--- config.mk ---
export PLATFORM = sky130hd
export DESIGN_NAME = shift_add_multiplier_8_flat
export DESIGN_NICKNAME = d
export VERILOG_FILES = /design/src/rtl/shift_add_multiplier_8_pkg.sv /design/src/rtl/shift_add_multiplier_8_if.sv /design/src/rtl/carry_select_adder_8.sv /design/src/rtl/shift_add_multiplier_8.sv /design/src/flat_wrapper.sv
export SDC_FILE = /design/constraint.sdc
export NUM_CORES = 1
export LEC_CHECK = 0
export CORE_ASPECT_RATIO = 0.7
export CORE_MARGIN = 5
export CORE_UTILIZATION = 23
export DETAILED_ROUTE_END_ITERATION = 8
export MAX_ROUTING_LAYER = met4
export PLACE_DENSITY = 0.49
export SLEW_MARGIN = 10
export SYNTH_ARGS = -nofsm -noshare
export SYNTH_HDL_FRONTEND = slang
export SYNTH_HIERARCHICAL = 1
export SYNTH_SLANG_ARGS = --single-unit
--- constraint.sdc ---
create_clock -name clk -period 2.14 [get_ports clk]
set_input_delay 0.535 -clock clk [delete_from_list [all_inputs] [get_ports clk]]
set_output_delay 0.535 -clock clk [all_outputs]
set_load 0.005 [all_outputs]
--- src/rtl/shift_add_multiplier_8_pkg.sv ---
// rtl/shift_add_multiplier_8_pkg.sv - shared widths and datapath helper for the shift-add multiplier
package shift_add_multiplier_8_pkg;

  localparam int MULT_WIDTH = 8;
  localparam int CNT_WIDTH  = 3;

  // One right shift of {c, a, q}; the carry drops into the top of the accumulator.
  function automatic logic [2*MULT_WIDTH-1:0] shift_pair(
    input logic                  c,
    input logic [MULT_WIDTH-1:0] a,
    input logic [MULT_WIDTH-1:0] q
  );
    return {c, a, q[MULT_WIDTH-1:1]};
  endfunction

endpackage

--- src/rtl/shift_add_multiplier_8_if.sv ---
// rtl/shift_add_multiplier_8_if.sv - start/busy/done handshake and operand/result bundle
interface shift_add_multiplier_8_if #(
  parameter int WIDTH = 8
);

  logic               start;
  logic [WIDTH-1:0]   in1;
  logic [WIDTH-1:0]   in2;
  logic [2*WIDTH-1:0] product;
  logic               busy;
  logic               done;

  modport master (
    output start, in1, in2,
    input  product, busy, done
  );

  modport slave (
    input  start, in1, in2,
    output product, busy, done
  );

endinterface

--- src/rtl/carry_select_adder_8.sv ---
// rtl/carry_select_adder_8.sv - 8-bit carry-select adder, upper nibble precomputed for both carries
module carry_select_adder_8 (
  input  logic [7:0] in1,
  input  logic [7:0] in2,
  input  logic       cin,
  output logic [7:0] sum,
  output logic       cout
);

  logic [4:0] lo;
  logic [4:0] hi0;
  logic [4:0] hi1;

  assign lo  = {1'b0, in1[3:0]} + {1'b0, in2[3:0]} + {4'b0, cin};
  assign hi0 = {1'b0, in1[7:4]} + {1'b0, in2[7:4]};
  assign hi1 = {1'b0, in1[7:4]} + {1'b0, in2[7:4]} + 5'd1;

  assign sum  = {(lo[4] ? hi1[3:0] : hi0[3:0]), lo[3:0]};
  assign cout = lo[4] ? hi1[4] : hi0[4];

endmodule

--- src/rtl/shift_add_multiplier_8.sv ---
// rtl/shift_add_multiplier_8.sv - sequential 8x8 unsigned shift-and-add multiplier
// One add-and-shift per RUN cycle through carry_select_adder_8; result lands on the RUN->DONE edge.
module shift_add_multiplier_8
  import shift_add_multiplier_8_pkg::*;
#(
  parameter int WIDTH = MULT_WIDTH,
  parameter int CNT_W = CNT_WIDTH
) (
  input logic                   clk,
  input logic                   rst_n,
  shift_add_multiplier_8_if.slave bus
);

  if (WIDTH != 8) begin : g_width_check
    $error("shift_add_multiplier_8: WIDTH must be 8 to match carry_select_adder_8");
  end

  typedef enum logic [1:0] {
    IDLE = 2'd0,
    RUN  = 2'd1,
    DONE = 2'd2
  } state_t;

  state_t           state;
  logic [WIDTH-1:0] m;
  logic [WIDTH-1:0] a;
  logic [WIDTH-1:0] q;
  logic [CNT_W-1:0] count;

  logic [WIDTH-1:0]   sum;
  logic               cout;
  logic               c_add;
  logic [WIDTH-1:0]   a_add;
  logic [2*WIDTH-1:0] aq_next;

  carry_select_adder_8 u_adder (
    .in1  (a),
    .in2  (m),
    .cin  (1'b0),
    .sum  (sum),
    .cout (cout)
  );

  // cout is the ninth bit of the partial sum; it becomes the new accumulator MSB after the shift.
  always_comb begin
    c_add   = 1'b0;
    a_add   = a;
    if (q[0]) begin
      c_add = cout;
      a_add = sum;
    end
    aq_next = shift_pair(c_add, a_add, q);
  end

  always_ff @(posedge clk or negedge rst_n) begin
    if (!rst_n) begin
      state       <= IDLE;
      m           <= '0;
      a           <= '0;
      q           <= '0;
      count       <= '0;
      bus.product <= '0;
      bus.busy    <= 1'b0;
      bus.done    <= 1'b0;
    end else begin
      case (state)
        IDLE: begin
          bus.done <= 1'b0;
          if (bus.start) begin
            m        <= bus.in1;
            q        <= bus.in2;
            a        <= '0;
            count    <= '0;
            bus.busy <= 1'b1;
            state    <= RUN;
          end
        end
        RUN: begin
          a     <= aq_next[2*WIDTH-1:WIDTH];
          q     <= aq_next[WIDTH-1:0];
          count <= count + 1'b1;
          if (count == CNT_W'(WIDTH - 1)) begin
            bus.product <= aq_next;
            bus.busy    <= 1'b0;
            bus.done    <= 1'b1;
            state       <= DONE;
          end
        end
        DONE: begin
          bus.done <= 1'b0;
          state    <= IDLE;
        end
        default: begin
          bus.busy <= 1'b0;
          bus.done <= 1'b0;
          state    <= IDLE;
        end
      endcase
    end
  end

endmodule
--- src/flat_wrapper.sv ---
// flat-port wrapper written by rule: the top's interface ports become plain ports
module shift_add_multiplier_8_flat import shift_add_multiplier_8_pkg::*;
#(
  parameter int WIDTH = MULT_WIDTH,
  parameter int CNT_W = CNT_WIDTH
)
  (clk, rst_n, bus_start, bus_in1, bus_in2, bus_product, bus_busy, bus_done);
  shift_add_multiplier_8_if #(.WIDTH(WIDTH)) bus_i ();
  input logic clk;
  input logic rst_n;
  input wire logic [$bits(bus_i.start)-1:0] bus_start;
  input wire logic [$bits(bus_i.in1)-1:0] bus_in1;
  input wire logic [$bits(bus_i.in2)-1:0] bus_in2;
  output wire logic [$bits(bus_i.product)-1:0] bus_product;
  output wire logic [$bits(bus_i.busy)-1:0] bus_busy;
  output wire logic [$bits(bus_i.done)-1:0] bus_done;
  assign bus_i.start = bus_start;
  assign bus_i.in1 = bus_in1;
  assign bus_i.in2 = bus_in2;
  assign bus_product = bus_i.product;
  assign bus_busy = bus_i.busy;
  assign bus_done = bus_i.done;
  shift_add_multiplier_8 #(.WIDTH(WIDTH), .CNT_W(CNT_W)) u_core (.clk(clk), .rst_n(rst_n), .bus(bus_i));
endmodule
After elaboration in Yosys (flattened, before gate mapping)
Cells that the tools add are included.

Register bits after elaboration: 47. Latch bits: 0. RAM bits: 0. Memory bits (read-only): 0. Output and inout port bits: 18. Word-level logic and storage cells: 43. Memories: 0.

Add/subtract/negate cells: 4. $mul: 0. Div/mod/pow operators: 0. $lt $le $gt $ge: 0. Equal/unequal tests: 5. Shift-type cells: 0. Muxes and demuxes: 18. Bitwise gates (word level): 1. Reductions and logical operators: 7.

Operators by type and width (number): 8-bit one-hot mux with 2 select lines (2); 8-bit 2-to-1 mux (3); 4-bit by 4-bit adder with 5-bit output (2); 2-bit AND reduction (4); 1-bit 2-to-1 mux (6); 3-bit one-hot mux with 2 select lines (1); 5-bit by 1-bit adder with 5-bit output, second input constant (1); 2-bit 2-to-1 mux (2); 4-bit 2-to-1 mux (1); 2-bit one-hot mux with 2 select lines (1); 3-bit by 1-bit adder with 3-bit output, second input constant (1); 3-bit equality test, second input constant (1); 3-bit 2-to-1 mux (1); 1-bit one-hot mux with 3 select lines (1); 3-bit AND reduction (1); 2-bit by 1-bit equality test with 1-bit output, second input constant (1); 2-bit equality test, second input constant (1); 2-bit zero test (1); 2-bit by 1-bit != test with 1-bit output, second input constant (1); 2-bit != test, second input constant (1); 2-bit nonzero test (1); 1-bit inverter (1).

Depth between registers and ports, before layout
Word-level depth: 5. Depth in mapped cells: 9. Gate-level depth less buffers: 9.

Cells and area by module
Netlist, hierarchy kept.

Modules (own cells, without submodules): shift_add_multiplier_8 (instances 1, cells each 166, area each 2016.9 um2, seq. area each 1176.1 um2); carry_select_adder_8 (instances 1, cells each 47, area each 381.6 um2, seq. area each 0.0 um2).

Worst setup path after synthesis
No wires, ideal clock.

Kind: flip-flop to flip-flop. Start point: register u_core.a[0]. End point: register u_core.bus.product[15]. Setup time: 0.083 ns. Data arrival time: 2.197 ns. Data required time: 2.057 ns. Setup slack: -0.140 ns. Stages on the path, launching flop included: 10. Buffers on the path: 0. Period minus slack after synthesis: 2.280 ns. Path through: dfrtp_1 -> inv_1 -> fa_1 -> fa_1 -> nor2b_1 -> o21ai_1 -> a2111oi_2 -> xnor2_1 -> nand2_1 -> o21ai_0.

Cells in the longest elaborated chain, start to end: 3.

Ends and longest elaborated chain: start, declared (line shift_add_multiplier_8.sv:26) `logic [WIDTH-1:0] a;`; start signal, assigned (line shift_add_multiplier_8.sv:79) `a <= aq_next[2*WIDTH-1:WIDTH];`; 4-bit by 4-bit adder with 5-bit output (line carry_select_adder_8.sv:14) `assign lo = {1'b0, in1[3:0]} + {1'b0, in2[3:0]} + {4'b0, cin};`; 1-bit 2-to-1 mux (line carry_select_adder_8.sv:19) `assign cout = lo[4] ? hi1[4] : hi0[4];`; via u_core.cout (line shift_add_multiplier_8.sv:31) `logic cout;`; 1-bit 2-to-1 mux (line shift_add_multiplier_8.sv:48) `if (q[0]) begin`; end signal, assigned (line shift_add_multiplier_8.sv:83) `bus.product <= aq_next;`; end, declared (line shift_add_multiplier_8_if.sv:20) `output product, busy, done`.

The timed path passes the listed nets, and every way through them passes these cells. A chain may end at the register's enable or synchronous reset.

Worst setup path in the final report
Start point: register u_core.m[0]. End point: register u_core.a[4].

Cells in the longest elaborated chain, start to end: 4.

Ends and longest elaborated chain: start, declared (line shift_add_multiplier_8.sv:25) `logic [WIDTH-1:0] m;`; start signal, assigned (line shift_add_multiplier_8.sv:70) `m <= bus.in1;`; 4-bit by 4-bit adder with 5-bit output (line carry_select_adder_8.sv:14); 4-bit 2-to-1 mux (line carry_select_adder_8.sv:18) `assign sum = {(lo[4] ? hi1[3:0] : hi0[3:0]), lo[3:0]};`; via u_core.sum[5] (line shift_add_multiplier_8.sv:30) `logic [WIDTH-1:0] sum;`; 8-bit 2-to-1 mux (line shift_add_multiplier_8.sv:48); 8-bit one-hot mux with 2 select lines (line shift_add_multiplier_8.sv:66) `case (state)`.

The timed path passes the listed nets, and every way through them passes these cells.

==> results.py <==
metrics = {
    "detailed_routing": {
        "wl_per_cell_um": 13.5,
        "routed_wl_um": 5320,
        "drt_first_iter_violations": 127,
        "drc": 0,
        "viasPerCell": 4.20,
        "drtAntennaViolNets": 0,
        "num_vias": 1653,
        "first_pass_iters": 4,
    },
    "cells_and_area": {
        "area_growth_pct": 34.4,
        "nNetsFinal": 293,
        "final_cells": 394,
        "antenna_cells": 0,
        "postLayoutCellArea_um2": 3220,
        "nFillCells": 1043,
        "drive_gt1_share_pct": 20.6,
        "postLayoutCoreUtil_pct": 31.4,
    },
    "global_route": {
        "antenna_found_initial": 0,
        "grt.overflow.total": 0,
        "grt_start_max_net_pins": 48,
        "gr-usage-all-layers_pct": 9.29,
        "grt_pass1_vias": 1711,
        "grt_pass1_wl_um": 9060,
    },
    "cts": {
        "cts-root-buf": "clkbuf_16",
        "clk_latency_ns": 0.29,
        "cts_tree": "built",
        "cts_buffers": 5,
        "clockBufferDepth": 2,
        "cts_sinks": 47,
        "htreeDepth": 2,
        "cts_hold_buf": 0,
        "cts.reportedPaths.clkPinSlew_ns": 0.06,
    },
    "logic_synthesis": {
        "synthTopCellsByCount": "dfrtp_1 (47), nand2_1 (25), o21ai_0 (25)",
        "ys_ff_latch": 47,
        "ys_seq_area_share_pct": 49.0,
        "yosys.area.top_type": "dfrtp_1",
        "postSynth.asyncResetShare_pct": 100,
        "synth_area_um2": 2400,
        "synth_cells": 213,
        "avgSynthCellArea_um2": 11.3,
        "synthTopCellsByArea": "dfrtp_1 (49%), mux2_4 (5.6%), ha_1 (5.2%)",
        "yosysMostFrequentCell": "dfrtp_1",
        "synth_top_area_share_pct": 49.0,
        "synthFlopType": "dfrtp_1",
        "synth_nets": 245,
        "ys_types": 34,
        "synth_edf_count": 0,
        "yosysWarnings": 6,
    },
    "floorplan": {
        "dieWidth_um": 132,
        "core_area_um2": 10300,
        "pin_count": 37,
        "dieArea_um2": 12600,
        "die_height_um": 95.4,
        "rows": 31,
        "initial_core_util_pct": 23.3,
    },
    "critical_path": {
        "max_stage_delay_ns": 0.38,
        "r2r_cells": 9,
        "worstPathCellList": "inv_2 > fa_2 > fa_2 > nor2b_4 > o21ai_4 > nand2_2 > mux2_4 > mux2i_2 > o21ai_1",
        "cp-end-kind": "flip-flop",
        "timing.rr.start": "u_core/m[0]",
        "critPathMostFrequentCell": "fa_2",
        "critical_path.max_fanout": 4,
        "regToRegSetupSlack_ns": -0.04,
        "rr_endpoint": "u_core/a[4]",
        "crit_start": "u_core/m[0]",
        "cp-start-kind": "flip-flop",
        "path_buf_inv": 1,
        "arrival_ns": 2.34,
        "crit_slowest_cell": "fa_2",
        "critPathRequiredTime_ns": 2.29,
        "crit_family": "adder cells",
        "path_class": "reg2reg",
    },
    "power_and_ir_drop": {
        "switching_power_mw": 1.70,
        "pwr-share-comb_pct": 46.7,
        "p_leak_nw": 1.44,
        "p_sw_share_pct": 34.0,
        "p_clk_share_pct": 20.2,
        "internal_power_mw": 3.30,
        "power_mw": 5.00,
        "irDropWorstVdd_mv": 0.544,
        "p_per_area_nw_per_um2": 1550,
        "pwr-share-seq_pct": 33.1,
    },
    "timing": {
        "final-max-slew-violation-count": 0,
        "relSlewSlack_pct": 59.0,
        "hold_viol_final": 0,
        "skew_ns": 0.00829,
        "rsz0062_at_grt": "true",
        "fin_hold_ws_ns": 0.346,
        "fin_crit_sh_pct": 102,
        "fmax_mhz": 458,
        "fin_crit_ns": 2.18,
        "setup_viol": 4,
        "fin_ws_ns": -0.0447,
        "worst_slew_pin_slew_ns": 0.615,
        "setup_tns_ns": -0.154,
    },
    "run_status": {
        "violations": "setup timing",
        "outcome": "complete, but fails checks",
    },
    "placement": {
        "dp.cells": 384,
        "hpwl_um": 3730,
        "port-buffer-count": 36,
        "finalWeightedCongestion": 0.768,
        "dp_slack_ns": -0.0912,
        "placed_area_um2": 2970,
    },
    "run": {
        "cap_violations": 0,
    },
    "worst_hold_path": {
        "hold_path_class": "in2async",
    },
}
==> state kept, by name (all words and copies together) (netlist names) <==
signal              count
u_core/a                8
u_core/bus.busy         1
u_core/bus.done         1
u_core/bus.product     16
u_core/count            3
u_core/m                8
u_core/q                8
u_core/state            2
==> kinds of logic (layout without fill, tap and decap cells) <==
family	Yosys count	after routing	synth area share, %
compound gates	50	50	12.1
fa+ha+maj	13	13	7.72
xor+xnor	7	7	2.87
buf+inv	21	70	4.43
other cells	1	1	0.156
flops	47	47	49.0
mux	26	26	13.1
simple gates	48	48	10.6
==> what timing repair did <==
| item | CTS | global route |
|---|---|---|
| gates resized for setup | 13 | 6 |
| buffers inserted | 1 | 1 |
| endpoints found under the setup margin | 8 | 10 |
| pin swaps | 9 | 6 |
| gates cloned | 0 | 0 |
==> power groups by stage <==
stage / combinational [mW] / sequential (mW) / clock [mW]
floorplan: 1.41 / 1.55 / 0
global placement: 2.11 / 1.67 / 0
detailed placement: 2.16 / 1.68 / 0
CTS: 2.33 / 1.67 / 1.04
global route: 2.62 / 1.73 / 1.08
finish: 2.34 / 1.65 / 1.01
==> routing by layer <==
| metal | wire length, um | track usage, % | share of wire (%) |
|---|---|---|---|
| met2 | 2250 | 13.5 | 42 |
| met5 | 0 | - | 0 |
| met4 | 47 | 2.31 | 0.88 |
| met3 | 243 | 2.69 | 4.6 |
| met1 | 2770 | 12.7 | 52 |
==> layout make-up <==
| class | instances | area, um2 | area share [%] |
|---|---|---|---|
| Inverter | 12 | 45.0 | 1.40 |
| Clock buffer | 5 | 125 | 3.88 |
| Timing Repair Buffer | 50 | 473 | 14.7 |
| Sequential cell | 47 | 1180 | 36.5 |
| Clock inverter | 3 | 67.6 | 2.10 |
| Multi-Input combinational cell | 145 | 1170 | 36.3 |
| Tap cell | 132 | 165 | 5.12 |
==> placed cells by master (no fill, tap or decap), types with 2 or more instances in the layout <==
cell | synthesis | layout
a22o_1 | 2 | 2
inv_1 | 12 | 11
buf_4 | 0 | 13
o21ai_1 | 2 | 8
dfrtp_1 | 47 | 47
xor2_1 | 2 | 2
bufinv_16 | 0 | 2
nor2_1 | 7 | 7
mux2_4 | 9 | 10
clkbuf_16 | 0 | 5
nand2_1 | 25 | 24
mux2i_1 | 10 | 9
nor2b_1 | 3 | 2
mux2_2 | 7 | 6
a21oi_1 | 11 | 11
nand3_1 | 2 | 2
ha_2 | 0 | 2
and2b_1 | 4 | 4
clkdlybuf4s50_1 | 0 | 35
fa_2 | 0 | 2
nor2b_4 | 2 | 3
o21ai_0 | 25 | 17
xnor2_1 | 4 | 4
a22oi_1 | 6 | 6
ha_1 | 10 | 8
==> worst max-delay path by stage <==
stage          cells past startpoint  slack [ns]                endpoint
2_1_floorplan                      9       0.009             u_core/a[4]
3_3_place_gp                       9       -0.06             u_core/a[4]
3_5_place_dp                       9       -0.09  u_core/bus.product[12]
4_1_cts                            9       -0.08  u_core/bus.product[15]
5_1_grt                            9       -0.16             u_core/a[7]
6_report                           9       -0.04             u_core/a[4]
Note: power is estimated with default switching activity, not from simulation.
